$ cat src/rtl/line_clear.sv
`default_nettype none
// ============================================================================
//  Module   : line_clear
//  Purpose  : Post-lock row compaction for the playfield. A merged board is
//             captured on start, scanned bottom-to-top one row per clock,
//             full rows are dropped and the survivors are packed downward.
//             Cleared rows reappear as empty rows at the top of the board.
//  Ports    : clk          - system clock, rising edge
//             clr          - synchronous active-low clear
//             start        - one-cycle request, honoured only when idle
//             board_in     - merged board, bit = row*COL + col, row 0 on top
//             board_out    - compacted board, same layout as board_in
//             busy         - a pass is in progress
//             done         - one-cycle pulse, board_out/lines valid from here
//             lines        - rows cleared by the last pass
//             score        - accumulated score, saturating at 16'hFFFF
//             total_lines  - accumulated cleared rows, saturating at 1023
//  Options  : LINE_CLEAR_SCORE_EN - when defined, score and total_lines
//             accumulate; otherwise both are tied to zero and no
//             accumulator registers exist.
//  Revision : 1.0 - initial release
// ============================================================================
module line_clear #(
    parameter int ROW = 20,
    parameter int COL = 10
) (
    input  logic                 clk,
    input  logic                 clr,
    input  logic                 start,
    input  logic [ROW*COL-1:0]   board_in,
    output logic [ROW*COL-1:0]   board_out,
    output logic                 busy,
    output logic                 done,
    output logic [4:0]           lines,
    output logic [15:0]          score,
    output logic [9:0]           total_lines
);

    localparam int c_IW = (ROW > 1) ? $clog2(ROW) : 1;

    localparam logic [0:0] S_IDLE = 1'b0;
    localparam logic [0:0] S_SCAN = 1'b1;

    logic [0:0]         r_state;
    logic [0:0]         w_state_next;

    logic [ROW*COL-1:0] r_src;
    logic [ROW*COL-1:0] r_dst;
    logic [ROW*COL-1:0] r_board_out;
    logic [ROW*COL-1:0] w_dst_next;
    logic [c_IW-1:0]    r_rd;
    logic [c_IW-1:0]    r_wr;
    logic [4:0]         r_cnt;
    logic [4:0]         w_cnt_next;
    logic [4:0]         r_lines;
    logic               r_done;

    logic [COL-1:0]     w_row;
    logic               w_full;
    logic               w_last;
    logic               w_finish;

    // Row under test and the dst/cnt values it produces. The final row's
    // result is folded in here so board_out can be loaded with it directly.
    always_comb begin
        w_row      = r_src[r_rd*COL +: COL];
        w_full     = &w_row;
        w_last     = (r_rd == '0);
        w_dst_next = r_dst;
        if (!w_full) begin
            w_dst_next[r_wr*COL +: COL] = w_row;
        end
        w_cnt_next = r_cnt + {4'd0, w_full};
    end

    assign w_finish = (r_state == S_SCAN) && w_last;

    // ------------------------------------------------------------------
    // State register
    // ------------------------------------------------------------------
    always_ff @(posedge clk) begin
        if (!clr) begin
            r_state <= S_IDLE;
        end else begin
            r_state <= w_state_next;
        end
    end

    always_comb begin
        w_state_next = r_state;
        case (r_state)
            S_IDLE:  if (start)  w_state_next = S_SCAN;
            S_SCAN:  if (w_last) w_state_next = S_IDLE;
            default: w_state_next = S_IDLE;
        endcase
    end

    // ------------------------------------------------------------------
    // Scan datapath
    // ------------------------------------------------------------------
    always_ff @(posedge clk) begin
        if (!clr) begin
            r_src       <= '0;
            r_dst       <= '0;
            r_rd        <= '0;
            r_wr        <= '0;
            r_cnt       <= '0;
            r_board_out <= '0;
            r_lines     <= '0;
            r_done      <= 1'b0;
        end else begin
            r_done <= 1'b0;
            case (r_state)
                S_IDLE: begin
                    if (start) begin
                        r_src <= board_in;
                        r_dst <= '0;
                        r_rd  <= c_IW'(ROW - 1);
                        r_wr  <= c_IW'(ROW - 1);
                        r_cnt <= '0;
                    end
                end
                S_SCAN: begin
                    r_dst <= w_dst_next;
                    r_cnt <= w_cnt_next;
                    if (!w_last) begin
                        r_rd <= r_rd - 1'b1;
                    end
                    // Stop at row 0: with no full rows the write pointer
                    // lands exactly there on the final row.
                    if (!w_full && (r_wr != '0)) begin
                        r_wr <= r_wr - 1'b1;
                    end
                    if (w_last) begin
                        r_board_out <= w_dst_next;
                        r_lines     <= w_cnt_next;
                        r_done      <= 1'b1;
                    end
                end
                default: ;
            endcase
        end
    end

    assign board_out = r_board_out;
    assign lines     = r_lines;
    assign done      = r_done;
    assign busy      = (r_state == S_SCAN);

    // ------------------------------------------------------------------
    // Score / line accumulators
    // ------------------------------------------------------------------
`ifdef LINE_CLEAR_SCORE_EN
    logic [15:0] r_score;
    logic [9:0]  r_total;
    logic [15:0] w_inc;
    logic [16:0] w_score_sum;
    logic [10:0] w_total_sum;

    always_comb begin
        case (w_cnt_next)
            5'd0:    w_inc = 16'd0;
            5'd1:    w_inc = 16'd40;
            5'd2:    w_inc = 16'd100;
            5'd3:    w_inc = 16'd300;
            default: w_inc = 16'd1200;
        endcase
        w_score_sum = {1'b0, r_score} + {1'b0, w_inc};
        w_total_sum = {1'b0, r_total} + {6'd0, w_cnt_next};
    end

    always_ff @(posedge clk) begin
        if (!clr) begin
            r_score <= '0;
            r_total <= '0;
        end else if (w_finish) begin
            r_score <= w_score_sum[16] ? 16'hFFFF : w_score_sum[15:0];
            r_total <= w_total_sum[10] ? 10'd1023 : w_total_sum[9:0];
        end
    end

    assign score       = r_score;
    assign total_lines = r_total;
`else
    logic w_unused;
    assign w_unused    = w_finish;
    assign score       = 16'd0;
    assign total_lines = 10'd0;
`endif

endmodule
`default_nettype wire

$ cat config.mk
export PLATFORM = sky130hd
export DESIGN_NAME = line_clear
export DESIGN_NICKNAME = d
export VERILOG_FILES = /design/src/rtl/line_clear.sv
export SDC_FILE = /design/constraint.sdc
export NUM_CORES = 1
export LEC_CHECK = 0
export CORE_ASPECT_RATIO = 1.1
export CORE_MARGIN = 4
export CORE_UTILIZATION = 45
export DETAILED_ROUTE_END_ITERATION = 10
export GPL_TIMING_DRIVEN = 0
export PLACE_DENSITY_LB_ADDON = 0.25
export SLEW_MARGIN = 20
export SYNTH_ARGS = -nofsm -noshare
export SYNTH_HDL_FRONTEND = slang
export SYNTH_SLANG_ARGS = --single-unit
export TNS_END_PERCENT = 1
$ cat constraint.sdc
create_clock -name clk -period 10.4 [get_ports clk]
set_input_delay 2.08 -clock clk [delete_from_list [all_inputs] [get_ports clk]]
set_output_delay 2.08 -clock clk [all_outputs]
set_load 0.02 [all_outputs]
==> metrics.md <==
| Metric | Value |
|---|---|
| Status | `completed` |
| Placed wire-length estimate after detailed placement | `89.1 mm` |
| Ys flop type | `sky130_fd_sc_hd__dfxtp_1` |
| Endpoints failing setup | `0` |
| Layout cell share with drive strength beyond 1 | `0.0729` |
| Startpoint of the worst-slack reg-to-reg timing path | `r_wr[2]` |
| Tot GR Track Use | `0.340` |
| Number of port buffers | `between 400 and 500` |
| Vias post-DR | `27700` |
| Data required time at the worst endpoint | `10.94 ns` |
| Worst min-delay path class | `reg2reg` |
| Post-Route M1 WL | `43.4 mm` |
| Top cell type's share of synthesized area | `0.448` |
| Cell count after placement | `4482` |
| Number of hold buffers added after CTS | `0` |
| Average footprint of a synthesized cell | `roughly 8.6 um^2` |
| Maximum capacitance violations | `0` |
| Detailed Route Iter0 Violations | `between 2000 and 3000` |
| Routed length on met2 | `55.4 mm` |
| Fin cells | `4598` |
| H-Tree Depth | `2` |
| Tightest Pin Transition | `between 1 and 1.5 ns` |
| Async S/R FF share, synth | `0` |
| Achievable frequency | `150 MHz` |
| Post-CTS Setup Bufs | `0` |
| Starting Density | `0.455` |
| Buffer levels on the longest clock path | `3` |
| Placer Congestion | `1.07` |
| Initial antenna violation count | `1` |
| Period utilization | `0.643` |
| Peak VDD IR | `0.153 mV` |
| Core region area | `61100 um^2` |
| Reg2reg setup slack | `3.71 ns` |
| Number of rows created at floorplan | `95` |
| Cell with the most instances after synthesis | `sky130_fd_sc_hd__nand2_1` |
| Clock latency at the later pin of the worst-skew pair | `0.66 ns` |
| Floorplan die width | `between 200 and 250 um` |
| Largest cells by area after synthesis | `sky130_fd_sc_hd__dfxtp_1 45%, sky130_fd_sc_hd__nand2_1 9.6%, sky130_fd_sc_hd__mux2i_1 6.0%` |
| PwrDens | `a little under 200 nW/um^2` |
| Biggest fanout along the worst timing path | `10` |
| TritonCTS clock tree | `built` |
| Startpoint kind of the worst setup timing path | `flop` |
| RSZ-0062 raised after global routing | `no` |
| Number of instances in the synthesized netlist | `3224` |
| # clock sinks | `622` |
| Maximum clock skew at final layout | `0.0419 ns` |
| Area added between synthesis and finish | `26.9%` |
| Cell types with the highest counts after synthesis | `709 x sky130_fd_sc_hd__nand2_1, 622 x sky130_fd_sc_hd__dfxtp_1, 248 x sky130_fd_sc_hd__a21oi_1` |
| Hold Violations, Final | `0` |
| Yosys warning total | `0` |
| Die Area | `between 60000 and 70000 um^2` |
| Number of routed nets with antenna violations | `0` |
| Static power due to leakage | `about 12 nW` |
| Die Y-Extent | `269 um` |
| Capture instance of the worst register-to-register path | `board_out[98]` |
| Top cell type by total area after synthesis | `sky130_fd_sc_hd__dfxtp_1` |
| Average wire per cell in the routed design | `25.6 um` |
| Post-synth EDFFs | `0` |
| Remaining DRCs | `0` |
| Worst Hold Path Cells | `2` |
| FF+latch count, synth | `around 620` |
| Hold endpoint | `board_out[2]` |
| Amount of wire on met3 after detailed routing | `10.0 mm` |
| Number of pins with negative max-slew slack in the final report | `0` |
| Number of buffers inserted during clock tree synthesis | `61` |
| Time the worst path needs with I/O delays and setup | `approximately 6.7 ns` |
| Pin count of the biggest net entering global routing | `17` |
| Quantity of gates resized following cts | `0` |
| Post-synthesis instance area | `about 28000 um^2` |
| First-pass GRT wire length | `169 mm` |
| Post-DR vias/cell | `6.04` |
| Startpoint-to-endpoint class of the critical path | `reg2reg` |
| Highest Signal Layer | `met4` |
| TNS Setup | `0 ns` |
| Clock-pin slew reported for the worst setup and hold paths after clock tree synthesis | `approximately 0.07 ns` |
| Number of cell instances on the worst register-to-register path | `15` |
| Start point of the worst min-delay path | `board_out[2]` |
| GRT overflow | `0` |
| Kind of capture point of the worst setup path | `flop` |
| Final Routed Wirelength | `118 mm` |
| Count of pins on the block boundary | `436` |
| Vias in the first global route | `26500` |
| Distinct cell type count of the synthesized netlist | `a little over 90` |
| Number of search-and-repair iterations in the first detailed-routing pass | `6` |
| Register area share after synthesis | `0.448` |
| Worst Hold Margin | `0.452 ns` |
| Clock Root Buffer | `sky130_fd_sc_hd__clkbuf_16` |
| Worst slew margin relative to its limit | `0.188` |
| Net count, final | `3937` |
| Data arrival time of the critical path | `7.22 ns` |
[worst max path at each step]
stage,start,end,slack [ns],cells past startpoint
after floorplan,r_wr[3],r_dst[98],5.90,16
after global placement,r_wr[2],board_out[98],4.05,15
after detailed placement,r_wr[2],board_out[98],4.08,15
after CTS,r_wr[2],board_out[98],4.05,15
after global routing,r_wr[2],board_out[98],3.69,15
final,r_wr[2],board_out[98],3.71,15
[cell families (layout without fill, tap and decap cells)]
| kind of cell | after synthesis | after routing | synth area share |
|---|---|---|---|
| AND/OR/NAND/NOR | 1171 | 1171 | 0.193 |
| XOR/XNOR | 15 | 15 | 0.00523 |
| flip-flops | 622 | 622 | 0.448 |
| other | 1 | 28 | 0.000135 |
| adder cells (fa/ha/maj) | 13 | 13 | 0.00613 |
| multiplexers | 190 | 190 | 0.0744 |
| AO/OA/AOI/OAI | 928 | 928 | 0.225 |
| buffers and inverters | 284 | 807 | 0.0477 |
[per-layer routing]
metal,GRT usage,vias to the layer above
li1,-,12600
met5,0,-
met1,0.404,13100
met2,0.575,1624
met3,0.0532,409
met4,0.219,0
[state kept, by name (all words and copies together), names as in the netlist]
signal,flops
r_wr,5
r_src,200
lines,5
r_cnt,5
busy,1
r_rd,5
board_out,200
r_dst,200
done,1
[critical path, stage by stage, from the launching register on]
cell                       delay (ns)
sky130_fd_sc_hd__dfxtp_1         0.49
sky130_fd_sc_hd__ha_1            0.21
sky130_fd_sc_hd__ha_1            0.21
sky130_fd_sc_hd__inv_1           0.08
sky130_fd_sc_hd__fa_1            0.70
sky130_fd_sc_hd__or3b_1          0.47
sky130_fd_sc_hd__or4_1           0.50
sky130_fd_sc_hd__a21oi_1         0.34
sky130_fd_sc_hd__ha_1            0.20
sky130_fd_sc_hd__clkbuf_1        0.45
sky130_fd_sc_hd__nand2_1         0.41
sky130_fd_sc_hd__nor2_1          0.94
sky130_fd_sc_hd__clkbuf_1        0.80
sky130_fd_sc_hd__nand3_1         0.29
sky130_fd_sc_hd__and3_1          0.24
sky130_fd_sc_hd__a221o_1         0.25
[layout by cell type, fill, tap and decap left out, types with 56 or more instances in the layout]
cell type	synthesis	layout
sky130_fd_sc_hd__dfxtp_1	622	622
sky130_fd_sc_hd__nor2_1	93	93
sky130_fd_sc_hd__clkbuf_1	188	197
sky130_fd_sc_hd__o21ai_0	209	209
sky130_fd_sc_hd__nand2_1	709	709
sky130_fd_sc_hd__clkbuf_16	0	61
sky130_fd_sc_hd__o2bb2ai_1	85	85
sky130_fd_sc_hd__nand3_1	115	115
sky130_fd_sc_hd__mux2i_1	167	167
sky130_fd_sc_hd__clkdlybuf4s50_1	0	408
sky130_fd_sc_hd__o211ai_1	56	56
sky130_fd_sc_hd__a22o_1	93	93
sky130_fd_sc_hd__a21oi_1	248	248
sky130_fd_sc_hd__nor3_1	59	59
[layout make-up]
cell class | count | area (um^2)
Antenna cell | 2 | 5.00
Buffer | 265 | 1250
Clock buffer | 86 | 1780
Clock inverter | 28 | 449
Fill cell | 5649 | 25800
Inverter | 19 | 71.3
Multi-Input combinational cell | 2343 | 14100
Sequential cell | 622 | 12500
Tap cell | 824 | 1030
Timing Repair Buffer | 409 | 4100
[per-stage QoR]
| stage | utilization | power (mW) | cell area [um^2] | setup WS (ns) |
|---|---|---|---|---|
| after floorplan | - | 3.63 | 27900 | 5.90 |
| after global placement | 0.540 | 4.39 | 33000 | 4.05 |
| after detailed placement | 0.540 | 4.39 | 33000 | 4.08 |
| after CTS | 0.577 | 6.82 | 35200 | 4.05 |
| after global routing | 0.577 | 7.05 | 35200 | 3.69 |
| final | 0.577 | 6.89 | 35200 | 3.71 |
[power breakdown]
group	switching [mW]	total, mW	internal, mW
sequential	0.0450	2.50	2.45
combinational	1.43	1.93	0.501
clock	0.998	2.46	1.46
(Power assumes the default switching activity.)
